`src/rtl/add_accumulator_if.sv`:
```
// add_accumulator_if: the operand-in and result-out handshakes of add_accumulator.
// Ports: in_valid/in_ready/in_data/in_last carry operand beats from upstream;
//        out_valid/out_ready/out_sum/out_overflow/out_count carry the packet result downstream.
interface add_accumulator_if #(
  parameter int N  = 8,
  parameter int CW = 8
);
  logic          in_valid;
  logic          in_ready;
  logic [N-1:0]  in_data;
  logic          in_last;
  logic          out_valid;
  logic          out_ready;
  logic [N-1:0]  out_sum;
  logic          out_overflow;
  logic [CW-1:0] out_count;

  // master: the environment around the accumulator (drives operands, consumes results)
  modport master (
    output in_valid, in_data, in_last, out_ready,
    input  in_ready, out_valid, out_sum, out_overflow, out_count
  );

  // slave: the accumulator itself
  modport slave (
    input  in_valid, in_data, in_last, out_ready,
    output in_ready, out_valid, out_sum, out_overflow, out_count
  );
endinterface

```
`src/rtl/add_accumulator.sv`:
```
// add_accumulator: sums the beats of a packet, reporting sum mod 2^N, sticky carry and beat count.
// Ports: clk, rst (async active-high); bus (slave modport) carries operand beats and packet results.
// Latency: result valid 1 cycle after the last beat is accepted; no new beats while a result waits.

// ripplecarry_adder: N-bit ripple-carry adder built from full-adder cells.
// Ports: a, b operands; c_in carry in; sum N-bit result; c_out carry out of the top bit.
module ripplecarry_adder #(
  parameter int N = 8
) (
  input  logic [N-1:0] a,
  input  logic [N-1:0] b,
  input  logic         c_in,
  output logic [N-1:0] sum,
  output logic         c_out
);
  logic [N:0] carry;

  assign carry[0] = c_in;

  for (genvar i = 0; i < N; i++) begin : g_fa
    assign sum[i]       = a[i] ^ b[i] ^ carry[i];
    assign carry[i + 1] = (a[i] & b[i]) | (carry[i] & (a[i] ^ b[i]));
  end

  assign c_out = carry[N];
endmodule

module add_accumulator #(
  parameter int N  = 8,
  parameter int CW = 8
) (
  input  logic              clk,
  input  logic              rst,
  add_accumulator_if.slave  bus
);
  typedef enum logic {
    ACCUM = 1'b0,
    DONE  = 1'b1
  } state_t;

  localparam logic [CW-1:0] CNT_MAX = {CW{1'b1}};

  state_t        state;
  logic [N-1:0]  acc;
  logic          ovf;
  logic [CW-1:0] cnt;
  logic          in_ready_q;
  logic          out_valid_q;

  logic [N-1:0]  add_sum;
  logic          add_cout;

  // The adder is the only arithmetic source: acc + operand, no carry in.
  ripplecarry_adder #(.N(N)) u_adder (
    .a     (acc),
    .b     (bus.in_data),
    .c_in  (1'b0),
    .sum   (add_sum),
    .c_out (add_cout)
  );

  // Handshake flags are registered alongside the state so in_ready/out_valid
  // never depend combinationally on in_valid or out_ready.
  always_ff @(posedge clk or posedge rst) begin
    if (rst) begin
      state       <= ACCUM;
      acc         <= '0;
      ovf         <= 1'b0;
      cnt         <= '0;
      in_ready_q  <= 1'b1;
      out_valid_q <= 1'b0;
    end else begin
      case (state)
        ACCUM: begin
          // in_ready_q is always 1 here, so in_valid alone means acceptance.
          if (bus.in_valid) begin
            acc <= add_sum;
            ovf <= ovf | add_cout;
            if (cnt != CNT_MAX) begin
              cnt <= cnt + 1'b1;
            end
            if (bus.in_last) begin
              state       <= DONE;
              in_ready_q  <= 1'b0;
              out_valid_q <= 1'b1;
            end
          end
        end
        DONE: begin
          // Result consumed: clear for the next packet. No beat is taken on
          // this edge because in_ready_q is low for all of DONE.
          if (bus.out_ready) begin
            state       <= ACCUM;
            acc         <= '0;
            ovf         <= 1'b0;
            cnt         <= '0;
            in_ready_q  <= 1'b1;
            out_valid_q <= 1'b0;
          end
        end
        default: begin
          state       <= ACCUM;
          acc         <= '0;
          ovf         <= 1'b0;
          cnt         <= '0;
          in_ready_q  <= 1'b1;
          out_valid_q <= 1'b0;
        end
      endcase
    end
  end

  assign bus.in_ready     = in_ready_q;
  assign bus.out_valid    = out_valid_q;
  assign bus.out_sum      = acc;
  assign bus.out_overflow = ovf;
  assign bus.out_count    = cnt;
endmodule

```
`src/flat_wrapper.sv`:
```
// flat-port wrapper written by rule: the top's interface ports become plain ports
module add_accumulator_flat 
#(
  parameter int N  = 8,
  parameter int CW = 8
)
  (clk, rst, bus_in_valid, bus_in_data, bus_in_last, bus_out_ready, bus_in_ready, bus_out_valid, bus_out_sum, bus_out_overflow, bus_out_count);
  add_accumulator_if #(.N(N), .CW(CW)) bus_i ();
  input  logic clk;
  input  logic rst;
  input wire logic [$bits(bus_i.in_valid)-1:0] bus_in_valid;
  input wire logic [$bits(bus_i.in_data)-1:0] bus_in_data;
  input wire logic [$bits(bus_i.in_last)-1:0] bus_in_last;
  input wire logic [$bits(bus_i.out_ready)-1:0] bus_out_ready;
  output wire logic [$bits(bus_i.in_ready)-1:0] bus_in_ready;
  output wire logic [$bits(bus_i.out_valid)-1:0] bus_out_valid;
  output wire logic [$bits(bus_i.out_sum)-1:0] bus_out_sum;
  output wire logic [$bits(bus_i.out_overflow)-1:0] bus_out_overflow;
  output wire logic [$bits(bus_i.out_count)-1:0] bus_out_count;
  assign bus_i.in_valid = bus_in_valid;
  assign bus_i.in_data = bus_in_data;
  assign bus_i.in_last = bus_in_last;
  assign bus_i.out_ready = bus_out_ready;
  assign bus_in_ready = bus_i.in_ready;
  assign bus_out_valid = bus_i.out_valid;
  assign bus_out_sum = bus_i.out_sum;
  assign bus_out_overflow = bus_i.out_overflow;
  assign bus_out_count = bus_i.out_count;
  add_accumulator #(.N(N), .CW(CW)) u_core (.clk(clk), .rst(rst), .bus(bus_i));
endmodule
```
`config.mk`:
```
export PLATFORM = sky130hd
export DESIGN_NAME = add_accumulator_flat
export DESIGN_NICKNAME = d
export VERILOG_FILES = /design/src/rtl/add_accumulator_if.sv /design/src/rtl/add_accumulator.sv /design/src/flat_wrapper.sv
export SDC_FILE = /design/constraint.sdc
export NUM_CORES = 1
export LEC_CHECK = 0
export BUFFER_PORTS_ARGS = -buffer_cell sky130_fd_sc_hd__clkbuf_2
export CELL_PAD_IN_SITES_DETAIL_PLACEMENT = 0
export CELL_PAD_IN_SITES_GLOBAL_PLACEMENT = 2
export CORE_MARGIN = 1
export CORE_UTILIZATION = 31
export CTS_CLUSTER_DIAMETER = 40
export CTS_CLUSTER_SIZE = 8
export DETAILED_ROUTE_END_ITERATION = 8
export PLACE_DENSITY = 0.73
export SYNTH_ARGS = -nofsm -noshare
export SYNTH_HDL_FRONTEND = slang
export SYNTH_SLANG_ARGS = --single-unit
```
`constraint.sdc`:
```
create_clock -name clk -period 4.45 [get_ports clk]
set_clock_uncertainty 0.05 [all_clocks]
set_input_delay 0.6675 -clock clk [delete_from_list [all_inputs] [get_ports clk]]
set_output_delay 0.6675 -clock clk [all_outputs]
set_load 0.05 [all_outputs]
```
==> impl_results.md <==
- Min Tclk post-route: about 3.4 ns
- Clock root buffer: clkbuf_8
- Vias: a little over 900
- Synth area leader: dfrtp_1
- Syn Std Cell Area: ~1200 um2
- Status: complete, no violations
- Area share of the largest cell type after synthesis: approximately two fifths
- CP required: 4.53 ns
- Final Hold Fails: 0
- Synth cell count leaders: dfrtp_1 (19), nand2_1 (14), inv_1 (13)
- Clk pwr share: 14.1%
- Post-cts resize count: 0
- Switch share: between 50% and 60%
- Post-synth EDFFs: 0
- Flop and latch count out of synthesis: 20
- Critical path class: input pin to flop
- Leakage power: ~0.70 nW
- Io pins: 32
- Max Freq: between 0.2 and 0.3 GHz
- Initial DRC Count: 27
- Crit start category: input pin
- Switching pwr: approximately 0.00045 W
- Buffers on Ports: 31
- Clock sink count: 20
- Layout cell share with drive strength beyond 1: approximately 27%
- DPL Wire Length: around 1.9 mm
- Setup TNS: 0 ns
- Num CTS Buffers: 3
- Antenna-violating nets left: 0
- Max-Cap Viols: 0
- Comb pwr share: roughly half
- RSZ-0062 raised after global routing: no
- Die area: 3960 um2
- Top-count cell post-synth: dfrtp_1
- Reg2reg start: u_core.bus.out_sum[0]
- Worst-Margin Slew: a little under 0.8 ns
- Number of remaining DRC errors: 0
- # nets final: 164
- Vias per cell: 4.87
- Longest Clk Path Bufs: 2
- Clock latency on the worst-skew pair: roughly 0.26 ns
- Syn Area/Cell: about 10 um2
- Final cell count without fillers: 187
- First-pass DRT Iterations: 4
- HP Class: flop to flop
- Tot GR Track Use: approximately 14%
- Yosys warnings: 0
- Overflow after GRT: 0
- Post-Route WL: roughly 2.6 mm
- Slew headroom: a little under half
- Initial Util: between 30% and 40%
- Worst vdd rail ir drop: between 0.2 and 0.25 mV
- HP Start: u_core.bus.in_ready
- Cells after DPL: approximately 180
- Routability cong.: 0.719
- Post-route design area: 1380 um2
- Final period utilization: between 70% and 80%
- Post-synth cell types: 34
- Area delta synth->final: 20.1%
- Largest cells by area after synthesis: dfrtp_1 (41%), fa_1 (12%), mux2i_1 (5.2%)
- WHS Endpoint: u_core.bus.in_ready
- Reg2Reg Setup Slack: between 1 and 1.5 ns
- Setup crit end kind: flop
- Ant diodes: 0
- Worst r2r dst: u_core.bus.out_sum[7]
- Worst EP arrival: between 3 and 4 ns
- CTS tree: yes
- H-tree Lvls: 1
- Hold buffer count at CTS: 0
- Slew Limit Fails: 0
- CP max FO: 1
- CTS clk-pin slew, worst paths: approximately 0.080 ns
- Seq/Total Area, Yosys: between 40% and 50%
- DIE WIDTH: 62.9 um
- WL/cell: approximately 14 um
- # setup viols final: 0
- Post-CTS Setup Inserts: 0
- Initial antenna violation count: 0
- Rows: 21
- Cell count after synthesis: between 100 and 150
- Power Dens Cells: approximately 640 nW/um2
- Die Ht: around 63 um
- Global-route wire length before repair: 4.44 mm
- Vias in the first global route: between 900 and 1,000
- Main synth FF type: dfrtp_1
- Hold path cells: 2
- Core area: roughly 3400 um2
- Sequential fraction of design power: 35.5%
- R2R cell count: 12
- Cell-internal power: 0.000431 W
- Largest net degree at the start of global routing: 21
- DP Area: approximately 1300 um2
- Post-Syn Nets: approximately 130
- Asr flop ratio synth: 100%
-- worst max-delay path by stage --
| stage | start | to | slack [ns] | cells after the start |
|---|---|---|---|---|
| global route | bus_in_data[0] | u_core.bus.out_sum[7] | 0.87 | 13 |
| global placement | bus_in_data[0] | u_core.bus.out_sum[7] | 0.80 | 13 |
| finish | bus_in_data[0] | u_core.bus.out_sum[7] | 1.02 | 13 |
| floorplan | u_core.bus.out_sum[0] | u_core.bus.out_sum[7] | 0.90 | 12 |
| CTS | bus_in_data[0] | u_core.bus.out_sum[7] | 1.0 | 13 |
| detailed placement | bus_in_data[0] | u_core.bus.out_sum[7] | 0.68 | 13 |
-- cell usage in the layout (no fill, tap or decap), drive strengths merged, types with 2 or more instances in the layout --
cell type  instances
and4b              2
a21oi              5
and4               2
nor2               3
ha                 2
dfrtp             19
inv               13
o22ai              2
o21ai              8
nor2b              2
nor3               3
mux2i              6
fa                 7
nand2             14
nand3              2
clkbuf            35
a31oi              2
-- power by group through the flow --
stage               clock (W)  sequential (W)  combinational [W]
floorplan                   0        0.000488           0.000166
global placement            0        0.000312           0.000445
detailed placement          0        0.000315           0.000453
CTS                  0.000131        0.000313           0.000454
global route         0.000138        0.000323           0.000489
finish               0.000124        0.000314           0.000446
-- worst max-delay path: stages --
cell and delay, ns:
clkbuf_2 0.08, ha_1 0.13, inv_1 0.05, fa_1 0.37, fa_1 0.38, fa_1 0.39, fa_1 0.38, inv_1 0.07
fa_1 0.18, fa_1 0.18, fa_1 0.41, mux2i_1 0.13, o21ai_0 0.08
-- final cells by class --
cell class                 instances  area, um2
sequential                        20        502
timing repair buffer              31        155
inverter                          13       48.8
multi-input combinational         73        574
clock buffer                       4       45.0
tap                               46       57.6
fill                             345       2060
-- stage by stage --
step                      hold WS [ns]  power, W  util, %  setup WS, ns
after floorplan                  0.551  0.000654        -         0.903
after global placement           0.438  0.000757     38.9         0.800
after detailed placement         0.447  0.000769     38.9         0.682
after CTS                        0.453  0.000898     40.2         0.997
after global routing             0.478  0.000951     40.2         0.872
final                            0.452  0.000884     40.2          1.02
-- layer usage --
metal	share of wire [%]	vias to the layer above	GRT usage [%]
met5	0	-	0
met4	1.1	0	5.23
met2	47	23	24.3
li1	-	445	-
met1	49	439	18.4
met3	3.6	4	2.19
-- logic make-up after synthesis --
family	Yosys count	synth area share, %
compound gates	24	13.6
flops	20	43.6
simple gates	33	15.8
mux	7	6.20
buf+inv	17	6.52
fa+ha+maj	9	14.3
-- sequential cells by signal (all words and copies together) (netlist names) --
name,flops
u_core.bus.out_valid,1
u_core.bus.out_count,8
u_core.bus.out_overflow,1
u_core.bus.in_ready,1
u_core.bus.out_sum,8
u_core.state,1
No activity file was read; power rests on OpenSTA's default activity.
